### config.mk
export PLATFORM = sky130hd
export DESIGN_NAME = demux_1to4
export DESIGN_NICKNAME = d
export VERILOG_FILES = /design/src/rtl/demux_1to4.sv
export SDC_FILE = /design/constraint.sdc
export NUM_CORES = 1
export LEC_CHECK = 0
export BUFFER_PORTS_ARGS = -buffer_cell sky130_fd_sc_hd__clkbuf_2
export CAP_MARGIN = 0
export CORE_MARGIN = 2
export CORE_UTILIZATION = 35
export CTS_BUF_LIST = sky130_fd_sc_hd__clkbuf_4
export DETAILED_ROUTE_END_ITERATION = 8
export PLACE_DENSITY = 0.62
export SLEW_MARGIN = 20
export SYNTH_ARGS = -nofsm -noshare
export SYNTH_HDL_FRONTEND = slang
export SYNTH_SLANG_ARGS = --single-unit
### constraint.sdc
create_clock -name clk -period 1.4 [get_ports clk]
set_input_delay 0.21 -clock clk [delete_from_list [all_inputs] [get_ports clk]]
set_output_delay 0.21 -clock clk [all_outputs]
set_load 0.005 [all_outputs]
### src/rtl/demux_1to4.sv
// demux_1to4: registered 1-to-4 demultiplexer with per-channel beat counters.
//
// Routes d onto one of four channels selected by {s1, s0}, with one cycle of
// latency. A one-hot y_valid flag marks the channel that carried the beat.
// Each channel has a saturating 8-bit counter of the beats routed to it.
//
// Parameters:
//   WIDTH      - data width of d and y0..y3
//   ZERO_UNSEL - 1: unselected channels are driven to 0; 0: they hold
//
// Ports:
//   clk      - rising-edge clock
//   rst_n    - asynchronous active-low reset
//   en       - routing enable; a beat is accepted on an edge with en=1
//   d        - data to route
//   s0, s1   - channel select, sel = {s1, s0}
//   cnt_clr  - synchronous clear of all counters (wins over an increment)
//   y0..y3   - registered channel data
//   y_valid  - registered one-hot beat flag, bit i for channel i
//   cnt0..3  - saturating beat counters per channel
module demux_1to4 #(
  parameter int WIDTH      = 1,
  parameter bit ZERO_UNSEL = 1'b1
) (
  input  logic             clk,
  input  logic             rst_n,
  input  logic             en,
  input  logic [WIDTH-1:0] d,
  input  logic             s0,
  input  logic             s1,
  input  logic             cnt_clr,
  output logic [WIDTH-1:0] y0,
  output logic [WIDTH-1:0] y1,
  output logic [WIDTH-1:0] y2,
  output logic [WIDTH-1:0] y3,
  output logic [3:0]       y_valid,
  output logic [7:0]       cnt0,
  output logic [7:0]       cnt1,
  output logic [7:0]       cnt2,
  output logic [7:0]       cnt3
);

  logic [1:0]       sel;
  logic [WIDTH-1:0] y_q   [4];
  logic [7:0]       cnt_q [4];
  logic [3:0]       valid_q;

  assign sel = {s1, s0};

  always_ff @(posedge clk or negedge rst_n) begin
    if (!rst_n) begin
      valid_q <= '0;
      for (int unsigned i = 0; i < 4; i++) begin
        y_q[i]   <= '0;
        cnt_q[i] <= '0;
      end
    end else begin
      valid_q <= en ? (4'b0001 << sel) : 4'b0000;

      for (int unsigned i = 0; i < 4; i++) begin
        if (en && (sel == 2'(i))) begin
          y_q[i] <= d;
        end else if (ZERO_UNSEL) begin
          y_q[i] <= '0;
        end
      end

      // Clear takes priority, so a beat in the clear cycle is not counted.
      for (int unsigned i = 0; i < 4; i++) begin
        if (cnt_clr) begin
          cnt_q[i] <= '0;
        end else if (en && (sel == 2'(i)) && (cnt_q[i] != 8'hFF)) begin
          cnt_q[i] <= cnt_q[i] + 8'd1;
        end
      end
    end
  end

  assign y0      = y_q[0];
  assign y1      = y_q[1];
  assign y2      = y_q[2];
  assign y3      = y_q[3];
  assign y_valid = valid_q;
  assign cnt0    = cnt_q[0];
  assign cnt1    = cnt_q[1];
  assign cnt2    = cnt_q[2];
  assign cnt3    = cnt_q[3];

endmodule

=== Yosys cells after proc, flatten, opt, wreduce, memory -nomap -nowiden ===
Cells that the tools add are included.

* Bits in writable memories: 0
* Word-level logic and storage cells: 47
* Memories: 0
* Bits in latches: 0
* Memory bits (read-only): 0
* Bits in registers: 40
* Output and inout port bits: 40

* Add/sub/neg operators: 4
* Reductions and logical operators: 13
* Bitwise operators: 0
* Equality and inequality tests: 7
* Magnitude comparators: 0
* Mux-type cells: 13
* $mul: 0
* Shift operators: 1
* Divide/modulo/power cells: 0

{| class="wikitable"
|+ Operators by type and width
! kind !! number
|-
| 2-to-1 mux 8 bit || 8
|-
| adder 8 x 1 -> 8 bit, second input constant || 4
|-
| inequality test 8 bit, second input constant || 4
|-
| logical AND 1 bit || 8
|-
| nonzero test 2 bit || 4
|-
| equality test 2 bit, second input constant || 2
|-
| 2-to-1 mux 1 bit || 4
|-
| 2-to-1 mux 4 bit || 1
|-
| left shift 1 x 2 -> 4 bit, first input constant || 1
|-
| equality test 2 x 1 -> 1 bit, second input constant || 1
|-
| zero test 2 bit || 1
|}

=== Longest topological paths before layout ===
* Depth after elaboration: 5
* Gate-level depth with buffers: 5

=== Worst setup path before layout ===
Ideal clock, no wire load.

* Path type: flip-flop to flip-flop
* From: register cnt_q (netlist bit cnt3[0])
* To: register cnt_q (netlist bit cnt3[7])
* Library setup time: 0.125 ns
* Period minus slack after synthesis: 1.565 ns
* Arrival: 1.440 ns
* Stages on the path, launching flop included: 5
* Path buffers: 0
* Data required time: 1.275 ns
* Path slack: -0.165 ns
* Cell sequence: dfrtp_1 -> ha_1 -> a2111oi_4 -> nand3_2 -> mux2_4

* Word-level cells in the longest chain between the ends: 3
* Elaborated cells between the ends (all ways): 6

{| class="wikitable"
|+ RTL lines
! what !! line !! source
|-
| start, declared || 45 || <nowiki>logic [7:0] cnt_q [4];</nowiki>
|-
| start signal, assigned by index || 73 || <nowiki>cnt_q[i] <= cnt_q[i] + 8'd1;</nowiki>
|-
| adder 8 x 1 -> 8 bit / inequality test 8 bit (equally long branches) || 73, 72 ||
|-
| 2-to-1 mux 8 bit / logical AND 1 bit (equally long branches) || 72 || <nowiki>end else if (en && (sel == 2'(i)) && (cnt_q[i] != 8'hFF)) begin</nowiki>
|-
| 2-to-1 mux 8 bit / nonzero test 2 bit (equally long branches) || - ||
|}

Parallel ways exist; a longest one is shown, timed or not. The select of a mux whose other input is x is not followed.
A chain may end at the register's enable or synchronous reset.

=== Worst setup path in the final report ===
* From: register cnt_q (netlist bit cnt3[6])
* To: register cnt_q (netlist bit cnt3[7])

Same word-level chain as after synthesis.

==> results.tsv <==
metric	value	unit
Die Y	79.3	um
CP required	1.64	ns
diode count	0	
DR vias/cell	5.05	
antenna violations before repair	0	
core region area	0.00551	sq mm
Initial Util	36.1	%
gr usage total	16.8	%
reg2reg setup slack	-0.09	ns
Leak	1.43	nW
fin area	0.00294	sq mm
Sink Count	40	
Net Count, Synth	204	
GPL Wtd Cong	0.817	
TNS Setup	-0.224	ns
sequential element share of the synthesized area	50.4	%
dominant register cell in the synthesized netlist	dfrtp_1	
CTS max path bufs	2	
Setup CP Type	reg2reg	
fmax	670	MHz
min cycle time layout	1.49	ns
detailed-placement wirelength estimate	3640	um
sequential power share	60.9	%
HP Class	in2reg	
status	finished, violations left	
Synth-to-Final Area Change	48.0	%
most common cell after layout, fill and taps aside	clkbuf_2	
Synth Warn #	0	
synthesized area	0.00199	sq mm
TritonCTS clock tree	built	
drt initial violations	83	
Post-Route WL	5080	um
Worst-Margin Slew	0.422	ns
final core occ	53.4	%
failing checks	setup timing	
placement row count	27	
relative slew slack	71.8	%
Critical Path Source Type	flip-flop	
clk_lat worst skew	0.35	ns
DIE WIDTH	79.3	um
worst ir drop on vdd	0.000329	V
Initial DRT Pass Iterations	4	
Remaining DRCs	0	
share of post-route cells with drive strength above 1	49.5	%
Clk network pwr share	30.3	%
DP Area	0.00267	sq mm
Setup WS post-layout	-0.0931	ns
NetSw	488	uW
average cell area after synthesis	10.3	sq um
Power Density	659	mW/mm^2
number of fill cells	511	
Internal	1.45	mW
setup repair after global routing missed its margin	true	
Worst Path Max Fanout	2	
Slew Limit Fails	0	
clock-pin slew on the worst setup and hold paths	0.12	ns
GRT overflow	0	
Worst setup EP type	flip-flop	
multi-input gate area in the final layout	0.00115	sq mm
switching fraction of total power	25.2	%
post-route ant nets	0	
number of global-route vias before repair	1754	
arrival time worst endpoint	1.73	ns
number of flops mapped to enable cells by yosys	0	
total CTS buffers	5	
Worst Clk Skew	0.0101	ns
Hold Vio Cnt, Final	0	
number of synthesized register bits	40	
Netlist cell types	42	
root buffer cell	clkbuf_4	
most frequent cells in the layout	clkbuf_2 (46), buf_4 (45), dfrtp_1 (39), nor2_1 (23)	
combinational power share	8.8	%
post-synthesis cell count	193	
pin count of the biggest net entering global routing	27	
routed vias	1834	
DIE AREA	0.00630	sq mm
IO buf count	46	
H-tree Lvls	2	
Final period util	107	%
Avg WL per Cell	14.0	um
I/O Pins	47	
nets	302	
Max-cap violations	0	
ys async rst share	100	%
first-pass GRT wire length	8160	um
final setup violation count	5	
sequential cell area	0.00100	sq mm
-- power by group through the flow --
| stage | Sequential [mW] | Clock (mW) | Combinational [mW] |
|---|---|---|---|
| after floorplan | 1.21 | 0 | 0.0527 |
| after global placement | 1.20 | 0 | 0.161 |
| final | 1.18 | 0.586 | 0.171 |
| after global routing | 1.18 | 0.666 | 0.192 |
| after CTS | 1.18 | 0.615 | 0.168 |
| after detailed placement | 1.20 | 0 | 0.164 |
-- critical path, stage by stage (launching register included) --
cell and delay, ns:
dfrtp_1 0.41, and3_4 0.17, a2111oi_4 0.38, nand3_2 0.12, mux2_4 0.30
-- synth_stat cells (all sizes together) (2+ instances only) --
cell,n,share of area (%)
nand2b,2,0.63
nand2,12,2.3
nor2b,2,0.63
ha,4,2.5
xor2,4,1.8
mux2i,10,5.0
dfrtp,40,50
nor4,2,0.63
nand3b,2,0.76
nor2,26,4.9
mux2,2,1.3
o31ai,2,0.76
nor3,7,1.8
a31oi,2,0.63
a311oi,4,1.8
a211oi,5,1.9
o21ai,5,1.3
xnor2,2,0.88
nand4,6,2.2
clkbuf,3,0.63
inv,5,0.94
a21oi,11,2.8
and3,8,2.9
and2,8,2.6
nand3,9,2.5
-- kinds of logic (layout without fill, tap and decap cells) --
family / Yosys count / after routing / share of synthesized area, %
flip-flops: 40 / 40 / 50.4
AND/OR/NAND/NOR: 89 / 89 / 24.4
AO/OA/AOI/OAI: 33 / 33 / 11.8
XOR/XNOR: 6 / 6 / 2.64
adder cells (fa/ha/maj): 4 / 4 / 2.52
buffers and inverters: 9 / 107 / 1.83
multiplexers: 12 / 12 / 6.36
-- layer usage --
layer  up-vias  routed length (um)  GRT usage [%]
met2        38                2390           27.5
met4         0                  65           5.17
li1        890                   -              -
met1       901                2420           22.1
met3         5                 207           4.09
met5         -                   0              0
-- flip-flops by register name, summed over array words and instances (netlist names) --
signal and flops:
cnt2 8, cnt1 8, y_valid 4, y0 1, cnt0 8, y1 1
y2 1, y3 1, cnt3 8
-- cell type report --
| class | count | area share [%] |
|---|---|---|
| clock inverters | 1 | 0.170 |
| clock buffers | 6 | 1.53 |
| flip-flops and latches | 40 | 34.1 |
| repair buffers | 95 | 21.4 |
| inverters | 5 | 0.638 |
| well taps | 72 | 3.06 |
| multi-input cells | 144 | 39.1 |
-- per-stage QoR --
stage,std cells,worst slack [ns],hold WS (ns),power (mW)
finish,363,-0.0931,0.0983,1.94
global route,363,-0.161,0.105,2.04
CTS,359,-0.100,0.0923,1.96
detailed placement,350,-0.108,0.168,1.37
global placement,350,-0.0769,0.166,1.36
floorplan,193,-0.131,-0.0856,1.26
-- worst paths after layout --
kind	from	end	cells past startpoint
worst max-delay path	cnt3[6]$_DFFE_PN0P_	cnt3[7]$_DFFE_PN0P_	4
worst min-delay path	d	y3$_DFF_PN0_	2
worst max register to register	cnt3[6]$_DFFE_PN0P_	cnt3[7]$_DFFE_PN0P_	4
worst min register to register	cnt2[4]$_DFFE_PN0P_	cnt2[4]$_DFFE_PN0P_	2
max in group asynchronous	rst_n	cnt2[7]$_DFFE_PN0P_	3
min in group asynchronous	rst_n	cnt1[6]$_DFFE_PN0P_	2
-- repair_timing --
| item | in CTS | in global routing |
|---|---|---|
| hold endpoints to repair | 14 | 0 |
| endpoints found under the setup margin | 7 | 28 |
| pin swaps | 4 | 13 |
| hold buffers | 1 | 0 |
| gates resized for setup | 6 | 32 |
| setup buffers | 1 | 4 |
Power figures use the tool's default switching activity.
